## src/rtl/pattern_pkg.sv

```systemverilog
// Shared widths, word layout and FSM states for the pattern-load path.
// Used by pattern_encoder.
package pattern_pkg;

    localparam int PAT_W  = 16;
    localparam int IDX_W  = 4;
    localparam int NSLOT  = 4;
    localparam int WORD_W = 32;

    typedef struct packed {
        logic [IDX_W-1:0] slot3;
        logic [IDX_W-1:0] slot2;
        logic [IDX_W-1:0] slot1;
        logic [IDX_W-1:0] slot0;
        logic [PAT_W-1:0] pattern;
    } pattern_word_t;

    typedef enum logic [1:0] {
        IDLE,
        SCAN,
        OUT
    } patenc_state_t;

endpackage

```

## src/rtl/pattern_encoder.sv

```systemverilog
// Serially scans a don't-care mask and packs up to four wildcard indices
// with the pattern. PATENC_STRICT_EN: a zero mask is reported as an error.
module pattern_encoder
    import pattern_pkg::*;
(
    input  logic              clk,
    input  logic              reset,
    input  logic              in_valid,
    output logic              in_ready,
    input  logic [PAT_W-1:0]  in_pattern,
    input  logic [PAT_W-1:0]  in_mask,
    output logic              out_valid,
    input  logic              out_ready,
    output logic [WORD_W-1:0] out_word,
    output logic              out_err,
    output logic              out_lossy
);

    patenc_state_t state_q, state_d;

    logic [PAT_W-1:0]            pat_q, pat_d;
    logic [PAT_W-1:0]            mask_q, mask_d;
    logic [NSLOT-1:0][IDX_W-1:0] slot_q, slot_d;
    logic [2:0]                  cnt_q, cnt_d;
    logic [IDX_W-1:0]            idx_q, idx_d;
    logic                        err_q, err_d;

    logic [WORD_W-1:0] word_q;
    logic              oerr_q, lossy_q;

    logic                        last;
    logic                        zero;
    logic [NSLOT-1:0][IDX_W-1:0] fill;
    pattern_word_t               w;
    logic                        ferr, flossy;

    assign last = (state_q == SCAN) && (idx_q == 4'(PAT_W - 1));

    always_ff @(posedge clk or posedge reset) begin
        if (reset) begin
            state_q <= IDLE;
        end else begin
            state_q <= state_d;
        end
    end

    always_comb begin
        state_d = state_q;
        unique case (state_q)
            IDLE:    if (in_valid) state_d = SCAN;
            SCAN:    if (last) state_d = OUT;
            OUT:     if (out_ready) state_d = IDLE;
            default: state_d = IDLE;
        endcase
    end

    always_comb begin
        in_ready  = (state_q == IDLE);
        out_valid = (state_q == OUT);
    end

    always_comb begin
        pat_d  = pat_q;
        mask_d = mask_q;
        slot_d = slot_q;
        cnt_d  = cnt_q;
        idx_d  = idx_q;
        err_d  = err_q;
        if (state_q == IDLE && in_valid) begin
            pat_d  = in_pattern;
            mask_d = in_mask;
            slot_d = '0;
            cnt_d  = 3'd0;
            idx_d  = '0;
            err_d  = 1'b0;
        end else if (state_q == SCAN) begin
            idx_d = idx_q + 4'd1;
            if (mask_q[idx_q]) begin
                if (cnt_q < 3'd4) begin
                    slot_d[cnt_q[1:0]] = idx_q;
                    pat_d[idx_q]       = 1'b0;
                    cnt_d              = cnt_q + 3'd1;
                end else begin
                    err_d = 1'b1;
                end
            end
        end
    end

    // Unused slots repeat slot 0 so the decoder sees no extra wildcard.
    always_comb begin
        zero = (cnt_d == 3'd0);
        for (int i = 0; i < NSLOT; i++) begin
            fill[i] = (3'(i) < cnt_d) ? slot_d[i] : slot_d[0];
        end
        w = '{slot3: fill[3], slot2: fill[2], slot1: fill[1],
              slot0: fill[0], pattern: pat_d};
        if (zero) w.pattern[0] = 1'b0;
`ifdef PATENC_STRICT_EN
        ferr   = err_d | zero;
        flossy = 1'b0;
`else
        ferr   = err_d;
        flossy = zero;
`endif
    end

    always_ff @(posedge clk or posedge reset) begin
        if (reset) begin
            pat_q   <= '0;
            mask_q  <= '0;
            slot_q  <= '0;
            cnt_q   <= '0;
            idx_q   <= '0;
            err_q   <= 1'b0;
            word_q  <= '0;
            oerr_q  <= 1'b0;
            lossy_q <= 1'b0;
        end else begin
            pat_q  <= pat_d;
            mask_q <= mask_d;
            slot_q <= slot_d;
            cnt_q  <= cnt_d;
            idx_q  <= idx_d;
            err_q  <= err_d;
            if (last) begin
                word_q  <= w;
                oerr_q  <= ferr;
                lossy_q <= flossy;
            end
        end
    end

    assign out_word  = word_q;
    assign out_err   = oerr_q;
    assign out_lossy = lossy_q;

endmodule

```

## config.mk

```make
export PLATFORM = sky130hd
export DESIGN_NAME = pattern_encoder
export DESIGN_NICKNAME = d
export VERILOG_FILES = /design/src/rtl/pattern_pkg.sv /design/src/rtl/pattern_encoder.sv
export SDC_FILE = /design/constraint.sdc
export NUM_CORES = 1
export LEC_CHECK = 0
export ABC_AREA = 1
export ABC_CLOCK_PERIOD_IN_PS = 3400
export CORE_AREA = 2 2 118 120
export DETAILED_ROUTE_END_ITERATION = 7
export DIE_AREA = 0 0 120 122
export PLACE_DENSITY_LB_ADDON = 0.25
export SYNTH_ARGS = -nofsm -noshare
export SYNTH_HDL_FRONTEND = slang
export SYNTH_SLANG_ARGS = --single-unit
export TNS_END_PERCENT = 10
```

## constraint.sdc

```tcl
create_clock -name clk -period 3.4 [get_ports clk]
set_input_delay 0.51 -clock clk [delete_from_list [all_inputs] [get_ports clk]]
set_output_delay 0.51 -clock clk [all_outputs]
set_load 0.005 [all_outputs]
```

# ---- Yosys cells after proc, flatten, opt, wreduce, memory -nomap -nowiden
# Index checks and enable logic that the tools add are counted.
dict set report totals {
  reg_bits 92
  inputBits 36
  output_inout_bits 36
  elab_cells 72
}
dict set report classes {
  n_addsub 2
  order_cmp 8
  n_eq_ne 6
  mux 33
  n_bitwise 2
  n_reduce_logical 8
}
# cell count
set ops {}
lappend ops {{16-bit 2-to-1 mux} 8}
lappend ops {{4-bit 2-to-1 mux} 6}
lappend ops {{16-bit AND} 1}
lappend ops {{16-bit bitwise mux} 1}
lappend ops {{16-bit inverter} 1}
lappend ops {{3-bit 2-to-1 mux} 4}
lappend ops {{4-bit demux with 2-bit select} 1}
lappend ops {{1-bit 2-to-1 mux} 7}
lappend ops {{2-bit by 3-bit less-than comparator with 1-bit output (first input constant)} 2}
lappend ops {{2-bit 2-to-1 mux} 3}
lappend ops {{2-bit case mux with 3 select lines} 1}
lappend ops {{4-bit by 5-bit less-than comparator with 1-bit output (second input constant)} 1}
lappend ops {{4-bit by 1-bit adder with 4-bit output (second input constant)} 1}
lappend ops {{1-bit binary-select mux with 4-bit select} 1}
lappend ops {{1-bit demux with 4-bit select} 1}
lappend ops {{4-bit == test (second input constant)} 1}
lappend ops {{4-bit by 1-bit greater-or-equal comparator with 1-bit output (second input constant)} 1}
lappend ops {{1-bit logical AND} 4}
lappend ops {{2-bit != test (second input constant)} 2}
lappend ops {{3-bit by 1-bit adder with 3-bit output (second input constant)} 1}
lappend ops {{3-bit logical NOT} 1}
lappend ops {{1-bit by 3-bit less-than comparator with 1-bit output (first input constant)} 1}
lappend ops {{2-bit by 3-bit less-than comparator with 1-bit output (second input constant)} 1}
lappend ops {{3-bit less-than comparator (second input constant)} 1}
lappend ops {{other kinds (7)} 7}

# ---- Logic depth before layout (Yosys ltp)
dict set report depth {
  word_depth 11
  depth_mapped 17
}

# ---- Worst setup path after synthesis
# OpenSTA, ideal clock, no wires.
dict set report synth_path {
  path_type {flip-flop to flip-flop}
  from {register idx_q[0]}
  to {register word_q[26], in the netlist out_word[26]}
  setup_time_ns 0.117
  t_arrival_ns 1.631
  required_time_ns 3.283
  slack_ns 1.652
  path_stages_with_launch 18
  path_buffers 1
  synth_period_minus_slack_ns 1.748
  cell_sequence {dfrtp_1 inv_2 buf_6 nand2_1 nand3_1 nand2_1 nand2_1 nand2_1 inv_2 nand2_8 nand2_4 nand2_4 nand2_4 nand3_2 nand2_2 nand2_1 nand3_1 nand2_1}
}
dict set report synth_via {
  elab_chain_len 7
}
# item line
set synth_lines {}
lappend synth_lines {{start, declared} pattern_encoder.sv:25} ;# logic [IDX_W-1:0] idx_q, idx_d;
lappend synth_lines {{start signal, assigned} pattern_encoder.sv:124} ;# idx_q <= idx_d;
lappend synth_lines {{1-bit binary-select mux with 4-bit select} pattern_encoder.sv:78} ;# if (mask_q[idx_q]) begin
lappend synth_lines {{1-bit 2-to-1 mux (implied by the code)} pattern_encoder.sv:78}
lappend synth_lines {{3-bit 2-to-1 mux} pattern_encoder.sv:78}
lappend synth_lines {{3-bit 2-to-1 mux} pattern_encoder.sv:76} ;# end else if (state_q == SCAN) begin
lappend synth_lines {{3-bit 2-to-1 mux} pattern_encoder.sv:69} ;# if (state_q == IDLE && in_valid) begin
lappend synth_lines {{2-bit by 3-bit less-than comparator with 1-bit output} pattern_encoder.sv:94} ;# fill[i] = (3'(i) < cnt_d) ? slot_d[i] : slot_d[0];
lappend synth_lines {{4-bit 2-to-1 mux} pattern_encoder.sv:94}
lappend synth_lines {{end signal, assigned} pattern_encoder.sv:127} ;# word_q <= w;
lappend synth_lines {{end, declared} pattern_encoder.sv:28} ;# logic [WORD_W-1:0] word_q;
# Parallel ways exist; a longest one is shown, timed or not. The select of a mux whose other input is x is not followed.
# A chain may end at the register's enable or synchronous reset.

# ---- Worst setup path in the final report
dict set report layout_path {
  from {register idx_q[0]}
  to {register word_q[9], in the netlist out_word[9]}
}
dict set report layout_via {
  elab_chain_len 10
}
# item line
set layout_lines {}
lappend layout_lines {{4-bit by 5-bit less-than comparator with 1-bit output (implied by the code) or 4-bit by 1-bit greater-or-equal comparator with 1-bit output (tied branches)} pattern_encoder.sv:81} ;# pat_d[idx_q] = 1'b0;
lappend layout_lines {{1-bit logical AND (implied by the code)} pattern_encoder.sv:81}
lappend layout_lines {{1-bit 2-to-1 mux (implied by the code)} pattern_encoder.sv:81}
lappend layout_lines {{1-bit demux with 4-bit select} pattern_encoder.sv:81}
lappend layout_lines {{16-bit inverter (no line)} n/a}
lappend layout_lines {{16-bit AND (no line)} n/a}
lappend layout_lines {{16-bit 2-to-1 mux} pattern_encoder.sv:79} ;# if (cnt_q < 3'd4) begin
lappend layout_lines {{16-bit 2-to-1 mux} pattern_encoder.sv:78}
lappend layout_lines {{16-bit 2-to-1 mux} pattern_encoder.sv:76}
lappend layout_lines {{16-bit 2-to-1 mux} pattern_encoder.sv:69}
# Parallel ways exist; a longest one is shown, timed or not. The select of a mux whose other input is x is not followed.

==> results.tsv <==
stage	metric	value	unit
drt	drtAntennaViolNets	0	
place	place_hpwl	8.01	mm
clocking	root_buffer	clkbuf_16	
critical_path	r2r_start	idx_q[0]$_DFFE_PP0P_	
clocking	postCtsHoldBufs	0	
sta	hold_viol_final	0	
sta	hold-worst-slack	480	ps
clocking	clk_latency	350	ps
floorplan	pin_count	72	
sta	skew	5.87	ps
logic_synthesis	syn-num-nets	634	
final_layout	final_nets	702	
drt	wl_per_cell	13.5	um
worst_hold_path	min_path_type	reg2reg	
logic_synthesis	syn-mean-instance-area	7.75	um^2
clocking	cts_inserted_buffers	9	
logic_synthesis	synth_top_area_share	50.4	%
global_route	grt_max_degree	52	
drt	viasPerCell	4.67	
final_layout	antenna_cells	0	
critical_path	cp-endpoint	out_word[9]$_DFFE_PP0P_	
final_layout	syn_to_final_growth	25.1	%
clocking	post-cts-setup-buffers	0	
critical_path	crit_path_start_kind	flop	
global_route	grt_pass1_wl	18.7	mm
logic_synthesis	synth_common_cells	nand2_1, dfrtp_1, inv_1	
drt	drt_iter0_drc	292	
floorplan	dieHeight	122	um
place	dp_cells	827	
final_layout	finalNonFillerCells	840	
sta	finalSetupViolCount	0	
critical_path	crit_arrival	2560	ps
global_route	antenna_found_initial	0	
floorplan	initial_core_util	33.8	%
clocking	clockBufferDepth	2	
power	p_per_area	984	nW/um^2
logic_synthesis	synth_area_leader_cell	dfrtp_1	
drt	first_pass_iters	5	
clocking	ctsResizeCount	0	
worst_hold_path	holdCritStartpoint	out_word[23]$_DFFE_PP0P_	
critical_path	end_kind	flop	
sta	worstMarginPinSlew	768	ps
global_route	grt-ovfl-total	0	
global_route	grt_pass1_vias	3829	
logic_synthesis	yosysSeqAreaShare	50.4	%
sta	fin_tns_setup	0	ps
place	port_buffers	71	
logic_synthesis	synthCells	590	
floorplan	die_w	120	um
drt	routed-via-count	3920	
clocking	clock-sinks	92	
place	dpl_cell_area	5470	um^2
logic_synthesis	ys.flop_type	dfrtp_1	
final_layout	drive_above_1_share	7.42	%
sta	slew_viol_final	0	
critical_path	reg2reg_depth	13	
status	outcome	completed	
sta	fmax	427	MHz
power	p_total	0.00562	W
critical_path	rr_endpoint	out_word[9]$_DFFE_PP0P_	
sta	period_share	68.9	%
logic_synthesis	synth_edf_count	0	
clocking	htreeDepth	3	
logic_synthesis	synth.area.top_cells	dfrtp_1, nand2_1, inv_1	
power	ir_worst_vdd	0.000477	V
logic_synthesis	async_flop_share	100	%
critical_path	startpoint	idx_q[0]$_DFFE_PP0P_	
critical_path	crit_required	3620	ps
critical_path	criticalPathCategory	reg2reg	
logic_synthesis	yosysUniqueCellTypes	28	
place	place.gp.congestion	0.812	
sta	slew_headroom	48.8	%
floorplan	num_rows	43	
logic_synthesis	ys_warn_count	0	
logic_synthesis	syn-cell-area	4570	um^2
logic_synthesis	synth_most_common_cell	nand2_1	
clocking	cts_tree	done	
floorplan	die_area	14600	um^2
sta	rsz0062_at_grt	false	
power	leakage	2.86	nW
global_route	grt_usage	16.5	%
sta	min_period	2340	ps
job	maxCapViolations	0	
drt	post-route-drc-count	0	
floorplan	core_area	13500	um^2
final_layout	finalInstanceArea	5720	um^2
clocking	clk_pin_slew	60	ps
drt	wirelength	11.3	mm
logic_synthesis	yosys_register_bits	92	
critical_path	crit_fanout	14	
critical_path	r2r_slack	1060	ps
worst min path at each step:
stage,end,slack [ps],depth (start not counted)
3_5_place_dp,out_word[23]$_DFFE_PP0P_,470,2
2_1_floorplan,pat_q[0]$_DFF_PP0_,470,2
6_report,out_word[23]$_DFFE_PP0P_,480,2
4_1_cts,out_word[23]$_DFFE_PP0P_,480,2
5_1_grt,out_word[22]$_DFFE_PP0P_,510,2
3_3_place_gp,out_word[22]$_DFFE_PP0P_,470,2
cell usage in the layout, fill, tap and decap left out, types with 5 or more instances in the layout:
master and count:
nand2_1 213, dfrtp_1 92, inv_1 71, clkdlybuf4s50_1 71
nand3_1 53, o21ai_0 47, nor2_1 31, a31oi_1 14
clkbuf_16 9, ha_1 8, inv_2 7, nand3_2 6
buf_4 6, clkinv_2 5
power breakdown:
group	total [W]	internal [W]	switching, W
Sequential	0.00189	0.00160	0.000291
Clock	0.000870	0.000477	0.000393
Combinational	0.00286	0.00112	0.00174
area by class of cell:
class | instances | area, um^2
tap | 180 | 225
multi-input combinational | 396 | 1860
inverter | 81 | 305
clock inverter | 4 | 20.0
timing repair buffer | 78 | 776
fill | 1320 | 7790
sequential | 92 | 2300
clock buffer | 9 | 225
worst max-delay path: stages, from the launching register on:
cell and delay (ps):
dfrtp_1 640, inv_2 260, nand2_1 110, nand3_1 70
nand2_1 80, nand2_1 50, nand2_1 90, nor2_1 110
nor2_2 190, inv_1 80, nor2_1 240, nand2_1 130
nand3_1 110, a31oi_1 80
through the flow:
stage / utilization [%] / setup WS, ps
after global placement: 40.5 / 1070
after floorplan: - / 498
after CTS: 42.3 / 1040
after global routing: 42.3 / 760
after detailed placement: 40.5 / 1070
final: 42.3 / 1060
per-layer routing:
layer | up-vias | wire [um] | GRT usage, %
met5 | - | 0 | 0
met4 | 0 | 114 | 4.19
met3 | 9 | 623 | 5.24
met2 | 86 | 5320 | 26.0
met1 | 1857 | 5270 | 22.0
li1 | 1968 | - | -
cell families (layout without fill, tap and decap cells):
family | after synthesis | after routing | share of synthesized area (%)
flops | 92 | 92 | 50.4
fa+ha+maj | 8 | 8 | 2.19
simple gates | 321 | 321 | 30.6
buf+inv | 102 | 172 | 8.87
compound gates | 67 | 67 | 7.97
sequential cells by signal, indices dropped and copies added (netlist names):
signal / cells
slot_q: 16
mask_q: 16
out_err: 1
pat_q: 16
out_lossy: 1
out_word: 32
idx_q: 4
err_q: 1
state_q: 2
cnt_q: 3
No activity file was read; power rests on OpenSTA's default activity.
==> variant: new RTL, same flow settings <==
Build with the macro `PATENC_STRICT_EN` defined.
--- a/src/rtl/pattern_encoder.sv
+++ b/src/rtl/pattern_encoder.sv
@@ -1,5 +1,7 @@
 // Serially scans a don't-care mask and packs up to four wildcard indices
 // with the pattern. PATENC_STRICT_EN: a zero mask is reported as an error.
+`define PATENC_STRICT_EN
+
 module pattern_encoder
     import pattern_pkg::*;
 (
Behaviour: no difference found for any inputs over 10 cycles, from zero or initial values and one cycle with reset high; that may be too few to reach the edited logic, so the function may still have changed.
==> variant against the original RTL <==
- sequential cell count down 1
- wire length up 0.60%
- critical endpoint is now out_word[23]
- worst setup slack worse by 0.093 ns
- largest power group unchanged
- worst hold slack better by 0.0039 ns
- design area down 0.13%
- highest routed layer unchanged
- total power up 0.94%
- via count down 0.48%
- area after synthesis up 0.30%
==> variant: results (changes against the original RTL) <==
** Route
- The via count of the routed design was 3,901 (-0.48%).
- The vias per cell came to 4.66 (-0.13%).
- The number of DRC markers in iteration 0 is 259 (-11%).
- Drt first pass iters :: 4 (-1)
- Final routed wirelength across all metal layers :: 11.4 mm (+0.60%)

** Global route
- Wire length of the first global-routing pass :: 19.2 mm (+2.6%)
- The number of antenna violations at the first check in global routing was 0 (unchanged).
- The maximum number of pins on one net before global-route repair was 43 (-17%).
- The total routing usage reported by global routing came to 16.5% (+0.049 points).
- Number of global-route vias before repair :: 3,958 (+3.4%)

** Critical path
- The largest fanout on the critical path came to 18 (+4).
- The endpoint arrival time on the critical path came to 2.67 ns (+0.11 ns).

** Yosys
- The post-synthesis net count was 633 (-0.16%).
- The adder-cell share of the synthesized area is 2.18% (-0.0066 points).
- Compound-Gate Fraction of Synth Area :: 8.02% (+0.058 points)
- The mux cell area share after synthesis came to 0% (unchanged).
- Post-synth EDFFs :: 0 (unchanged)
- The count of distinct cell types in the synthesized netlist is 31 (+11%).
- The synthesized area per cell was 7.78 sq um (+0.47%).
- The sequential cell area fraction in the yosys report is 49.7% (-0.70 points).
- Most frequent cells after synthesis :: 206 x nand2_1, 91 x dfrtp_1, 71 x inv_1
- By area the synthesized netlist is led by dfrtp_1 50%, nand2_1 17%, inv_1 5.8%.
- The area share of the largest cell type after synthesis came to 49.7% (-0.70 points).

** Power
- The internal cell power was 3.20 mW (about the same).
- The largest voltage drop on the vdd net came to 0.000505 V (+5.8%).
- Leakage dissipation :: 2.84 nW (-0.87%)

** Clocking
- The total CTS buffers was 9 (unchanged).
- Clk Latency, worst-skew pair :: between 0.3 and 0.4 ns
- The clock transition time at the flip-flop clock pins of the worst setup and hold paths came to 0.06 ns (about the same).
- The number of buffers on the longest clock path is 2 (unchanged).

** Final layout
- Number of nets in the final layout :: 698 (-0.57%)
- The number of antenna cells inserted came to 0 (unchanged).
- The number of fill cells in the layout is 1,367 (+3.6%).
- Share of layout cells above drive strength 1 :: 8.07% (+0.64 points)

** Place
- The HPWL reported at the end of detailed placement is 7.87 mm (-1.7%).
- The setup slack after placement came to 0.930 ns (-0.135 ns).
- Inst Count DP :: 823 (-0.48%)
- The number of input and output port buffers inserted was 70 (-1.4%).
- The cell area after placement came to 5460 sq um (-0.23%).
- GP Congestion :: 0.858 (+5.7%)

** Worst hold path
- Worst hold path type :: flop to flop

** Timing
- The final clock skew is 0.00473 ns (-0.00115 ns).
- Actual slew at the worst max-slew pin :: 0.699 ns (-0.0684 ns)

** Outcome
- Run status :: complete, no violations
## variant: cells by family after synthesis
| logic type | after synthesis |
|---|---|
| AO/OA/AOI/OAI | 67 |
| other | 1 |
| buffers and inverters | 103 |
| flip-flops | 91 |
| adder cells (fa/ha/maj) | 8 |
| AND/OR/NAND/NOR | 319 |
## variant: path summary, 6_finish.rpt
path | from | endpoint | slack, ns | depth (start not counted)
max | idx_q[0] | out_word[23] | 0.97 | 15
min in group asynchronous | reset | mask_q[15] | 0.56 | 2
max reg2reg | idx_q[0] | out_word[23] | 0.97 | 15
min reg2reg | out_word[20] | out_word[20] | 0.48 | 2
min | out_word[20] | out_word[20] | 0.48 | 2
max in group asynchronous | reset | mask_q[4] | 2.01 | 3
## variant: power by group through the flow
stage                     Combinational, mW  Clock [mW]  Sequential (mW)
after floorplan                        2.02           0             1.83
after global placement                 2.87           0             1.88
after detailed placement               2.93           0             1.89
after CTS                              2.95       0.918             1.87
after global routing                   3.35       0.956             1.93
final                                  2.92       0.890             1.87
## variant: cell type report
cell class                      count  area [sq um]  area share, %
Multi-Input combinational cell    395          1890           33.1
Timing Repair Buffer               76           758           13.3
Sequential cell                    91          2280           39.9
Tap cell                          180           225           3.94
Clock buffer                       11           233           4.08
Inverter                           81           308           5.39
Clock inverter                      3          17.5          0.307
## variant: routing by layer
metal	track usage, %	up-vias	part of all wire (%)	wire length [um]
met2	27.2	72	48	5480
li1	-	1961	-	-
met3	4.63	8	4.2	473
met5	0	-	0	0
met4	3.75	0	1.1	131
met1	21.7	1860	47	5310
## variant: worst reg2reg max path, delay by kind of cell, from the launching register on
kind          cells  cell delay [ns]
simple gates     12             1.19
buf+inv           3             0.50
flops             1             0.63
